`config.mk`:
```
export PLATFORM = sky130hd
export DESIGN_NAME = mem_rw_sched
export DESIGN_NICKNAME = d
export VERILOG_FILES = /design/src/rtl/mem_rw_sched.sv
export SDC_FILE = /design/constraint.sdc
export NUM_CORES = 1
export LEC_CHECK = 0
export ABC_AREA = 0
export BUFFER_PORTS_ARGS = -buffer_cell sky130_fd_sc_hd__buf_2
export CAP_MARGIN = 40
export CORE_AREA = 2 2 97 99
export CTS_CLUSTER_SIZE = 12
export DETAILED_ROUTE_END_ITERATION = 8
export DIE_AREA = 0 0 99 101
export PLACE_DENSITY = 0.77
export SYNTH_ARGS = -nofsm -noshare
export SYNTH_HDL_FRONTEND = slang
export SYNTH_SLANG_ARGS = --single-unit
```
`constraint.sdc`:
```
create_clock -name mem_clk -period 3.3 [get_ports mem_clk]
set_input_delay 0.495 -clock mem_clk [delete_from_list [all_inputs] [get_ports mem_clk]]
set_output_delay 0.495 -clock mem_clk [all_outputs]
set_load 0.1 [all_outputs]
```
`src/rtl/mem_rw_sched.sv`:
```
// mem_rw_sched: shares one memory-controller burst command port between the read and write arbiters
//   mem_clk, rst_n                 clock, asynchronous active-low reset
//   rd_burst_req/len/addr          read burst request from the read arbiter
//   rd_burst_data_valid/data       read data returned to the read arbiter
//   rd_burst_finish                one-cycle read-complete pulse
//   wr_burst_req/len/addr          write burst request from the write arbiter
//   wr_burst_data_req/data         write data strobe out, write data in
//   wr_burst_finish                one-cycle write-complete pulse
//   mc_cmd_valid/ready/write/len/addr  burst command handshake to the controller
//   mc_rd_data_valid/data          read data from the controller
//   mc_wr_data_req/data            write data strobe from / data to the controller
//   mc_burst_done                  controller burst-complete pulse
//   timeout_err                    sticky watchdog flag, cleared only by reset
module mem_rw_sched #(
    parameter int MEM_DATA_BITS = 32,
    parameter int ADDR_BITS     = 27,
    parameter int MAX_CONSEC    = 4,
    parameter int TIMEOUT       = 8000
) (
    input  logic                     mem_clk,
    input  logic                     rst_n,
    input  logic                     rd_burst_req,
    input  logic [9:0]               rd_burst_len,
    input  logic [ADDR_BITS-1:0]     rd_burst_addr,
    output logic                     rd_burst_data_valid,
    output logic [MEM_DATA_BITS-1:0] rd_burst_data,
    output logic                     rd_burst_finish,
    input  logic                     wr_burst_req,
    input  logic [9:0]               wr_burst_len,
    input  logic [ADDR_BITS-1:0]     wr_burst_addr,
    output logic                     wr_burst_data_req,
    input  logic [MEM_DATA_BITS-1:0] wr_burst_data,
    output logic                     wr_burst_finish,
    output logic                     mc_cmd_valid,
    output logic                     mc_cmd_write,
    output logic [9:0]               mc_cmd_len,
    output logic [ADDR_BITS-1:0]     mc_cmd_addr,
    input  logic                     mc_cmd_ready,
    input  logic                     mc_rd_data_valid,
    input  logic [MEM_DATA_BITS-1:0] mc_rd_data,
    input  logic                     mc_wr_data_req,
    output logic [MEM_DATA_BITS-1:0] mc_wr_data,
    input  logic                     mc_burst_done,
    output logic                     timeout_err
);
    typedef enum logic [2:0] {IDLE, RD_CMD, RD_XFER, RD_END, WR_CMD, WR_XFER, WR_END} state_t;
    state_t state, state_nxt;
    logic        last_dir;
    logic [3:0]  consec;
    logic [15:0] wdog;
    logic        rd_pend, wr_pend, grant, grant_wr, in_cmd, in_xfer, wdog_hit;
    assign rd_pend  = rd_burst_req && rd_burst_len != 10'd0;
    assign wr_pend  = wr_burst_req && wr_burst_len != 10'd0;
    assign grant    = state == IDLE && (rd_pend || wr_pend);
    // With both sides pending, stay on the last direction until its run reaches MAX_CONSEC.
    assign grant_wr = (rd_pend && wr_pend) ? ((consec < 4'(MAX_CONSEC)) ? last_dir : !last_dir) : wr_pend;
    assign in_cmd   = state == RD_CMD || state == WR_CMD;
    assign in_xfer  = state == RD_XFER || state == WR_XFER;
    // A done arriving on the last allowed cycle still counts as a normal completion.
    assign wdog_hit = (in_cmd || in_xfer) && wdog == 16'(TIMEOUT - 1) && !(in_xfer && mc_burst_done);
    assign rd_burst_data_valid = state == RD_XFER && mc_rd_data_valid;
    assign rd_burst_data       = state == RD_XFER ? mc_rd_data : '0;
    assign wr_burst_data_req   = state == WR_XFER && mc_wr_data_req;
    assign mc_wr_data          = wr_burst_data;
    assign rd_burst_finish     = state == RD_END;
    assign wr_burst_finish     = state == WR_END;
    always_ff @(posedge mem_clk or negedge rst_n) begin
        if (!rst_n) state <= IDLE;
        else        state <= state_nxt;
    end
    always_comb begin
        state_nxt = IDLE;
        case (state)
            IDLE:    state_nxt = grant ? (grant_wr ? WR_CMD : RD_CMD) : IDLE;
            RD_CMD:  state_nxt = wdog_hit ? RD_END : (mc_cmd_ready ? RD_XFER : RD_CMD);
            RD_XFER: state_nxt = (mc_burst_done || wdog_hit) ? RD_END : RD_XFER;
            WR_CMD:  state_nxt = wdog_hit ? WR_END : (mc_cmd_ready ? WR_XFER : WR_CMD);
            WR_XFER: state_nxt = (mc_burst_done || wdog_hit) ? WR_END : WR_XFER;
            default: state_nxt = IDLE;
        endcase
    end
    always_ff @(posedge mem_clk or negedge rst_n) begin
        if (!rst_n) begin
            mc_cmd_valid <= 1'b0;
            mc_cmd_write <= 1'b0;
            mc_cmd_len   <= '0;
            mc_cmd_addr  <= '0;
            last_dir     <= 1'b0;
            consec       <= '0;
            wdog         <= '0;
            timeout_err  <= 1'b0;
        end else begin
            wdog <= (in_cmd || in_xfer) ? wdog + 16'd1 : 16'd0;
            if (wdog_hit) timeout_err <= 1'b1;
            if (grant) begin
                mc_cmd_valid <= 1'b1;
                mc_cmd_write <= grant_wr;
                mc_cmd_len   <= grant_wr ? wr_burst_len : rd_burst_len;
                mc_cmd_addr  <= grant_wr ? wr_burst_addr : rd_burst_addr;
                consec       <= (grant_wr == last_dir) ? ((consec == 4'd15) ? consec : consec + 4'd1) : 4'd1;
                last_dir     <= grant_wr;
            end else if (in_cmd && (mc_cmd_ready || wdog_hit)) begin
                mc_cmd_valid <= 1'b0;
            end
        end
    end
endmodule
```
==> flow_summary.ini <==
[status]
status = finished, final reports clean

[grt]
grt_pass1_vias = 3125
grt_use_total_pct = 18.8
grt_overflow_total = 0
antenna_found_initial = 0
grt_max_degree = 64
grt_pass1_wl_um = 14800

[clock_tree]
cts_made_buffers = 9
path_clk_slew_ns = 0.07
cts_tree = built
htree_levels = 3
cts.sinks = 63
clock_path_buffers = 2
cts_hold_buf = 0
post_cts_buffers = 0
clkLatencyLatePin_ns = 0.33
postCtsResizedCells = 0
cts_root_buf = clkbuf_8

[synth]
synth.avg_cell_area_um2 = 9.98
yosysUniqueCellTypes = 42
synth_async_sr_flop_share_pct = 100
yosysTopAreaCell = dfrtp_1
synth-main-ff-cell = dfrtp_1
yosys.cell_count.top_type = dfrtp_1
synthAdderAreaFrac_pct = 0.726
muxShareOfSynthArea_pct = 0.581
ys_seq_elements = 63
synth_compound_area_share_pct = 17.8
synth_top_family_by_area = compound AO/OA/AOI/OAI gates
synth.top_cell.area_share_pct = 45.8
ys_seq_area_share_pct = 45.8
synth_xor_area_share_pct = 3.56
syn_inst = 345
syn-cell-area_um2 = 3440
synth_area_leaders = dfrtp_1, a222oi_1, buf_4, and2_1, inv_1
synth_top_cells_by_count = dfrtp_1, inv_1, a222oi_1
synth_edf_count = 0
ys_warn_count = 0
synth_fp_nets = 493
synthSimpleGateAreaFrac_pct = 17.2

[pwr]
ir_worst_vdd_uv = 495
leakagePower_uw = 0.00245
p_per_area_nw_per_um2 = 1220

[timing]
slew_headroom_pct = 47.2
finalWorstSetupSlack_ns = 0.847
grt_setup_unrepaired = no
finalHoldViolCount = 0
tns_ns = 0
skew_ns = 0.00915
fmax_mhz = 408
timing.final.crit_share_pct = 74.3
slew_viol_final = 0
fin_crit_ns = 2.45
finalSetupViolations = 0
tightest_slew_ns = 0.792

[detailed_routing]
num_vias = 3275
first_pass_iters = 6
drt-initial-drc-count = 243
wl_um = 9960
avgRoutedWirePerCell_um = 16.2
via_per_inst = 5.32
detail-route-antenna-nets = 0
route.detailed.drc = 0

[setup_path]
r2r_start = state[2]
critical_path.top_delay_family = buffers and inverters
cp.required_ns = 2.80
cp_num_buf_inv = 2
path_cells = nor3b_2 > buf_4 > and2_1 > buf_2
critPathMaxFanout = 36
critPathCaptureType = output pin
rr_worst_depth = 5
slowest_delay_ns = 0.52
critPathLaunch = state[0]
critPathSlowestCell = dfrtp_1
rrSetupSlack_ns = 1.17
crit_cells = 4
endpoint = rd_burst_data[1]
r2r-end = mc_cmd_addr[2]
path_class = reg2out
start_kind = register
critPathArrivalTime_ns = 1.96

[cells_and_area]
postLayoutCellArea_um2 = 4420
syn_to_final_growth_pct = 28.4
antennaDiodeCount = 0
nets = 649
instances_no_fill = 616
layout-drive-gt1-share_pct = 43.6
fill_cells = 816

[floorplan]
die_y_um = 101
dieArea_um2 = 10000
fp.dieW_um = 99
rows = 35
ios = 254
coreArea_um2 = 8980
start_util_pct = 38.4

[place]
dp.cells = 601
place.gp.congestion = 0.875
place_hpwl_um = 7900
dpl_cell_area_um2 = 4260
dp_slack_ns = 0.621
io_buffer_count = 189

[flow_run]
max_cap_viol_count = 0

[min_path]
hp-class = in2async
-- worst min path at each step --
stage / startpoint / end / slack (ns) / cells after the start
2_1_floorplan: rst_n / consec[0] / 0.20 / 0
3_3_place_gp: timeout_err / timeout_err / 0.46 / 1
3_5_place_dp: timeout_err / timeout_err / 0.47 / 1
4_1_cts: wr_burst_addr[22] / mc_cmd_addr[22] / 0.35 / 3
5_1_grt: wr_burst_addr[20] / mc_cmd_addr[20] / 0.37 / 3
6_report: rst_n / wdog[10] / 0.31 / 2
-- cell usage in the layout (no fill, tap or decap), types with 2 or more instances in the layout --
cell	netlist	routed
or3_1	4	4
inv_1	39	39
buf_2	7	189
nand2_1	11	11
o21ai_0	7	7
a21o_1	3	3
mux2i_1	2	2
nor2_1	23	23
a21oi_1	5	5
and3_1	5	5
ha_1	2	2
nor3_1	4	4
dfrtp_1	63	63
clkbuf_8	0	10
clkinv_2	0	3
xnor2_1	6	6
nor3b_1	3	2
o41a_1	2	2
nand3_1	10	10
or4_1	5	5
and2_1	34	34
or2_2	2	2
xor2_1	8	8
a222oi_1	37	37
o21bai_1	2	2
buf_4	33	6
-- registers in the layout, summed over array words and instances, names as in the netlist --
register and cells:
mc_cmd_len 10, consec 4, mc_cmd_write 1, wdog 16, timeout_err 1, mc_cmd_addr 27
mc_cmd_valid 1, state 3
-- power by group --
group / switching [uW] / leakage [uW] / internal, uW / total [uW]
registers: 227 / 0.000802 / 1060 / 1290
logic: 2840 / 0.00156 / 705 / 3550
clock network: 291 / 0.0000850 / 285 / 576
total: 3360 / 0.00245 / 2050 / 5410
-- metrics by stage --
stage                     total power (uW)  hold WS (ns)  util [%]
after CTS                             5450         0.352      49.3
final                                 5410         0.309      49.3
after floorplan                       4410         0.199         -
after detailed placement              4860         0.469      47.5
after global placement                4800         0.460      47.5
after global routing                  5680         0.367      49.3
-- kinds of logic after synthesis --
kind of cell	after synthesis
AND/OR/NAND/NOR	107
adder cells (fa/ha/maj)	2
XOR/XNOR	14
AO/OA/AOI/OAI	67
multiplexers	2
flip-flops	63
buffers and inverters	90
-- area by class of cell --
cell class / count / area (um^2) / share of cell area, %
Inverter: 39 / 146 / 3.31
Clock buffer: 11 / 141 / 3.20
Clock inverter: 4 / 22.5 / 0.509
Multi-Input combinational cell: 192 / 1390 / 31.4
Tap cell: 111 / 139 / 3.14
Timing Repair Buffer: 196 / 1010 / 22.9
Sequential cell: 63 / 1580 / 35.6
-- worst register-to-register path, cell delays in order, from the launching register on --
cell and delay, ns:
dfrtp_1 0.51, or3_1 0.55, a21o_1 0.33, buf_4 0.26, a222oi_1 0.32, inv_1 0.07
-- per-layer routing --
metal	global-route usage, %	vias to the layer above	routed length (um)
li1	-	1516	-
met1	19.3	1553	3570
met2	35.8	198	5250
met3	6.03	8	1000
met4	6.53	0	136
met5	0	-	0
Power figures use the tool's default switching activity.
